===== src/rtl/seq_chunk_adder_pkg.sv =====
// Shared types and helpers for the chunk-serial wide adder.
// Holds the controller state encoding and the operand width derivation.
package seq_chunk_adder_pkg;

    typedef enum logic [1:0] {
        IDLE = 2'd0,
        BUSY = 2'd1,
        DONE = 2'd2
    } state_t;

    function automatic int total_width(input int chunk_width, input int num_chunks);
        return chunk_width * num_chunks;
    endfunction

endpackage


===== src/rtl/seq_chunk_adder_cr_adder.sv =====
// Narrow combinational carry-ripple adder used once per cycle by seq_chunk_adder.
// One full-adder cell per bit, carry rippling from bit 0 upward.
module cr_adder #(
    parameter int Width = 8
) (
    input  logic [Width-1:0] a,
    input  logic [Width-1:0] b,
    input  logic             c_in,
    output logic [Width-1:0] sum,
    output logic             c_out
);

    logic [Width:0] carry;

    assign carry[0] = c_in;

    generate
        for (genvar gi = 0; gi < Width; gi++) begin : g_fa
            assign sum[gi]       = a[gi] ^ b[gi] ^ carry[gi];
            assign carry[gi + 1] = (a[gi] & b[gi]) | (carry[gi] & (a[gi] ^ b[gi]));
        end
    endgenerate

    assign c_out = carry[Width];

endmodule


===== src/rtl/seq_chunk_adder.sv =====
// Wide adder that processes ChunkWidth bits per cycle through one narrow adder,
// holding the inter-chunk carry in a register; valid/ready on both sides.
module seq_chunk_adder
    import seq_chunk_adder_pkg::*;
#(
    parameter  int ChunkWidth = 8,
    parameter  int NumChunks  = 4,
    localparam int TotalWidth = total_width(ChunkWidth, NumChunks)
) (
    input  logic                  clk,
    input  logic                  rst_n,
    input  logic                  in_valid,
    output logic                  in_ready,
    input  logic [TotalWidth-1:0] in_a,
    input  logic [TotalWidth-1:0] in_b,
    input  logic                  in_c,
    output logic                  out_valid,
    input  logic                  out_ready,
    output logic [TotalWidth-1:0] out_sum,
    output logic                  out_c
);

    localparam int IdxW = $clog2(NumChunks);
    localparam logic [IdxW-1:0] LastIdx = IdxW'(NumChunks - 1);

    state_t                state_reg, state_next;
    logic [IdxW-1:0]       idx_reg, idx_next;
    logic                  carry_reg, carry_next;
    logic [TotalWidth-1:0] a_sh_reg, a_sh_next;
    logic [TotalWidth-1:0] b_sh_reg, b_sh_next;
    logic [TotalWidth-1:0] sum_reg, sum_next;
    logic                  out_c_reg, out_c_next;
    logic                  load_chunk;

    logic [ChunkWidth-1:0] add_sum;
    logic                  add_c_out;

    // Operands shift right each BUSY cycle, so the current chunk is always the low slice.
    cr_adder #(
        .Width (ChunkWidth)
    ) u_cr_adder (
        .a     (a_sh_reg[ChunkWidth-1:0]),
        .b     (b_sh_reg[ChunkWidth-1:0]),
        .c_in  (carry_reg),
        .sum   (add_sum),
        .c_out (add_c_out)
    );

    always_comb begin
        state_next = state_reg;
        idx_next   = idx_reg;
        carry_next = carry_reg;
        a_sh_next  = a_sh_reg;
        b_sh_next  = b_sh_reg;
        out_c_next = out_c_reg;
        load_chunk = 1'b0;

        case (state_reg)
            IDLE: begin
                if (in_valid) begin
                    a_sh_next  = in_a;
                    b_sh_next  = in_b;
                    carry_next = in_c;
                    idx_next   = '0;
                    state_next = BUSY;
                end
            end
            BUSY: begin
                load_chunk = 1'b1;
                carry_next = add_c_out;
                a_sh_next  = a_sh_reg >> ChunkWidth;
                b_sh_next  = b_sh_reg >> ChunkWidth;
                if (idx_reg == LastIdx) begin
                    out_c_next = add_c_out;
                    idx_next   = '0;
                    state_next = DONE;
                end else begin
                    idx_next = idx_reg + 1'b1;
                end
            end
            DONE: begin
                if (out_ready) begin
                    state_next = IDLE;
                end
            end
            default: begin
                state_next = IDLE;
            end
        endcase
    end

    // Only the chunk selected by idx is overwritten; the rest of the result holds.
    generate
        for (genvar gi = 0; gi < NumChunks; gi++) begin : g_chunk
            assign sum_next[gi*ChunkWidth +: ChunkWidth] =
                (load_chunk && (idx_reg == IdxW'(gi))) ? add_sum
                                                      : sum_reg[gi*ChunkWidth +: ChunkWidth];
        end
    endgenerate

    always_ff @(posedge clk) begin
        if (!rst_n) begin
            state_reg <= IDLE;
            idx_reg   <= '0;
            carry_reg <= 1'b0;
            a_sh_reg  <= '0;
            b_sh_reg  <= '0;
            sum_reg   <= '0;
            out_c_reg <= 1'b0;
        end else begin
            state_reg <= state_next;
            idx_reg   <= idx_next;
            carry_reg <= carry_next;
            a_sh_reg  <= a_sh_next;
            b_sh_reg  <= b_sh_next;
            sum_reg   <= sum_next;
            out_c_reg <= out_c_next;
        end
    end

    assign in_ready  = (state_reg == IDLE);
    assign out_valid = (state_reg == DONE);
    assign out_sum   = sum_reg;
    assign out_c     = out_c_reg;

endmodule


===== config.mk =====
export PLATFORM = sky130hd
export DESIGN_NAME = seq_chunk_adder
export DESIGN_NICKNAME = d
export VERILOG_FILES = /design/src/rtl/seq_chunk_adder_pkg.sv /design/src/rtl/seq_chunk_adder_cr_adder.sv /design/src/rtl/seq_chunk_adder.sv
export SDC_FILE = /design/constraint.sdc
export NUM_CORES = 1
export LEC_CHECK = 0
export BUFFER_PORTS_ARGS = -buffer_cell sky130_fd_sc_hd__clkbuf_2
export CAP_MARGIN = 40
export CORE_MARGIN = 10
export CORE_UTILIZATION = 56
export CTS_CLUSTER_SIZE = 14
export DETAILED_ROUTE_END_ITERATION = 8
export HOLD_SLACK_MARGIN = 0.03
export PLACE_DENSITY_LB_ADDON = 0.3
export SLEW_MARGIN = 10
export SYNTH_ARGS = -nofsm -noshare
export SYNTH_HDL_FRONTEND = slang
export SYNTH_SLANG_ARGS = --single-unit

===== constraint.sdc =====
create_clock -name clk -period 11.75 [get_ports clk]
set_clock_uncertainty 0.15 [all_clocks]
set_input_delay 1.7625 -clock clk [delete_from_list [all_inputs] [get_ports clk]]
set_output_delay 1.7625 -clock clk [all_outputs]
set_load 0.02 [all_outputs]

==> impl_metrics.csv <==
group,metric,value,unit
run_status,run_status,"finished, final reports clean",
sta,hold_viol_final,0,
clocking,cts_setup_buffers,0,
final_layout,num_antenna_cells,0,
worst_setup_path,worst_ep_required_time,11.88,ns
routing,dr.pass1.iters,4,
sta,period_share,0.3408,
grt,track_usage,0.1670,
routing,wl_per_cell,16.97,um
routing,vias,3050,
sta,tightest_slew,0.7523,ns
synth,syn-cell-area,4061,sq um
worst_setup_path,worstSetupStartpoint,"carry_reg",
final_layout,area_delta_synth_final,18.30,%
grt,antenna_found_initial,0,
clocking,cts_max_level,3,
sta,slew_headroom,0.4979,
final_layout,final_nets,533,
grt,grt_pass1_wl,15410,um
clocking,clockBufferDepth,2,
grt,grt_pass1_vias,3130,
sta,fin_crit,4.005,ns
sta,setup_tns,0,ns
sta,rsz0062_at_grt,"no",
sta,setup_viol,0,
routing,viasPerCell,5.515,
placement,dpl.hpwl,6890,um
grt,grt_max_degree,66,
worst_setup_path,path_cells,"fa_1, inv_1, fa_1, inv_1, fa_1, fa_1, fa_1, fa_1, fa_1, inv_1, fa_1, nand2b_1, o21ai_0",
clocking,path_clk_slew,0.09,ns
worst_setup_path,cpMaxStageDelayCell,"fa_1",
power_and_ir_drop,peakVddDrop,65.24,uV
placement,portBuffers,103,
worst_setup_path,critPathKind,"reg2reg",
synth,syn-num-nets,445,
worst_setup_path,reg2reg_to,"out_sum[23]",
synth,syn-instance-count,364,
floorplanning,rows,30,
worst_setup_path,cp_max_fo,4,
routing,drc,0,
run,drv_cap,0,
final_layout,drive_gt1_frac,0.2823,
routing,drt_iter0_drc,163,
worst_setup_path,worstSetupStartpointType,"flip-flop",
clocking,clk_latency,0.36,ns
hold_path,hp-start,"b_sh_reg[8]",
worst_setup_path,critPathMostFrequentCell,"fa_1",
synth,yosysSeqAreaShare,0.5028,
routing,ant_nets,0,
worst_setup_path,r2r_setup_slack,7.75,ns
clocking,clock-sinks,102,
floorplanning,die_y,105.2,um
sta,slew_violations,0,
placement,routabilityCongestion,0.8088,
clocking,cts-root-buf,"clkbuf_8",
clocking,numCtsBuffers,9,
power_and_ir_drop,leakagePower,1.993,nW
synth,synth-seq-cells,102,
worst_setup_path,arrival,4.13,ns
synth,ys_types,29,
floorplanning,die_area,11060,sq um
worst_setup_path,reg2reg_from,"carry_reg",
grt,grt_overflow,0,
sta,clock.fmax,249.7,MHz
synth,syn_avg_cell_area,11.16,sq um
power_and_ir_drop,pwr_density_cell,140.1,nW/um^2
synth,yosysWarnings,0,
clocking,cts_resized,0,
final_layout,final_util,0.6957,
routing,wirelength,9387,um
worst_setup_path,end_kind,"flip-flop",
floorplanning,initial_core_util,0.5880,
worst_setup_path,max_stage_delay,0.41,ns
hold_path,hold_path.class,"reg2reg",
clocking,cts_tree,"yes",
clocking,cts_hold_buffers,0,
floorplanning,core-area,6907,sq um
worst_setup_path,endpoint,"out_sum[23]",
floorplanning,top_level_ports,104,
floorplanning,chipWidth,105.2,um
worst_setup_path,rr_worst_depth,13,
-- logic make-up after synthesis --
group                      share of synthesized area
AOI/OAI and AO/OA                             0.1925
adders and majority gates                    0.05176
buffers and inverters                        0.05145
DFF                                           0.5028
muxes                                         0.1208
and+or+nand+nor                              0.08071
-- power breakdown --
part	switching [mW]	internal [mW]
Sequential	0.0152	0.365
Combinational	0.0447	0.0385
Clock	0.114	0.0949
Total	0.174	0.499
-- placed cells by master, fill, tap and decap left out --
cell,n
clkinv_2,2
nand2b_1,5
mux2i_1,49
nor2_1,1
inv_1,10
clkinv_4,1
nand3b_2,1
and2_4,1
dfxtp_4,1
nor4b_1,1
clkbuf_8,12
nor2_2,1
buf_12,1
dfxtp_1,101
buf_16,2
nand4b_1,1
a22o_1,16
a21oi_1,2
o21ai_0,33
nand2b_4,1
o21bai_4,2
nand2_1,8
o2bb2ai_1,49
fa_1,8
nand3b_1,3
ha_1,4
a21boi_0,1
clkbuf_2,103
nand3_1,34
inv_6,1
nor2b_1,2
-- area by class of cell --
type                       count  area, sq um
inverter                      10        37.54
multi-input combinational    223         1818
fill                         577         2102
clock buffer                  12        165.2
timing repair buffer         106        590.6
clock inverter                 4        27.53
tap                           96        120.1
sequential                   102         2046
-- synth_stat cells, drive strengths merged --
library cell  count  area (sq um)
mux2i            49         490.5
and2              1         8.760
nand2             8         30.03
buf              22         145.1
o21bai            2         30.03
o2bb2ai          49         429.2
nor4b             1         8.760
fa                8         160.2
ha                4         50.05
a21oi             2         10.01
nor2b             2         12.51
a22o             16         140.1
dfxtp           102          2042
nor2              2         10.01
nand3            34         170.2
inv              10         37.54
nand3b            4         33.78
nand4b            1         8.760
nand2b            6         45.04
o21ai            33         165.2
clkbuf            7         26.28
a21boi            1         7.510
-- per-stage QoR --
step	hold slack (ns)	total power [mW]	cells	setup WS [ns]	cell area (sq um)
after global placement	0.2936	0.4660	534	7.850	4537
after CTS	0.3224	0.6768	552	7.719	4785
after detailed placement	0.2967	0.4716	536	7.724	4592
after floorplan	0.2821	0.4419	364	7.964	4061
after global routing	0.3314	0.7049	553	7.524	4805
final	0.3171	0.6729	553	7.746	4805
-- critical path: cells and delay by family, from the launching register on --
kind                     cells  cell delay (ns)
AO/OA/AOI/OAI                1             0.18
adder cells (fa/ha/maj)      8             2.86
buffers and inverters        3             0.20
flip-flops                   1             0.34
AND/OR/NAND/NOR              1             0.19
-- how the worst min path moves through the flow --
| stage | to | slack, ns | depth (start not counted) |
|---|---|---|---|
| 2_1_floorplan | a_sh_reg[10] | 0.28 | 1 |
| 3_3_place_gp | b_sh_reg[16] | 0.29 | 1 |
| 3_5_place_dp | a_sh_reg[18] | 0.30 | 1 |
| 4_1_cts | b_sh_reg[8] | 0.32 | 1 |
| 5_1_grt | b_sh_reg[8] | 0.33 | 1 |
| 6_report | b_sh_reg[8] | 0.32 | 1 |
-- per-layer routing --
metal | GRT usage | wire length [um] | vias to the layer above
met5 | 0 | 0 | -
met3 | 0.05221 | 646 | 8
met4 | 0.05294 | 101 | 0
li1 | - | - | 1517
met1 | 0.2166 | 4241 | 1421
met2 | 0.2585 | 4399 | 104
(Power assumes the default switching activity.)
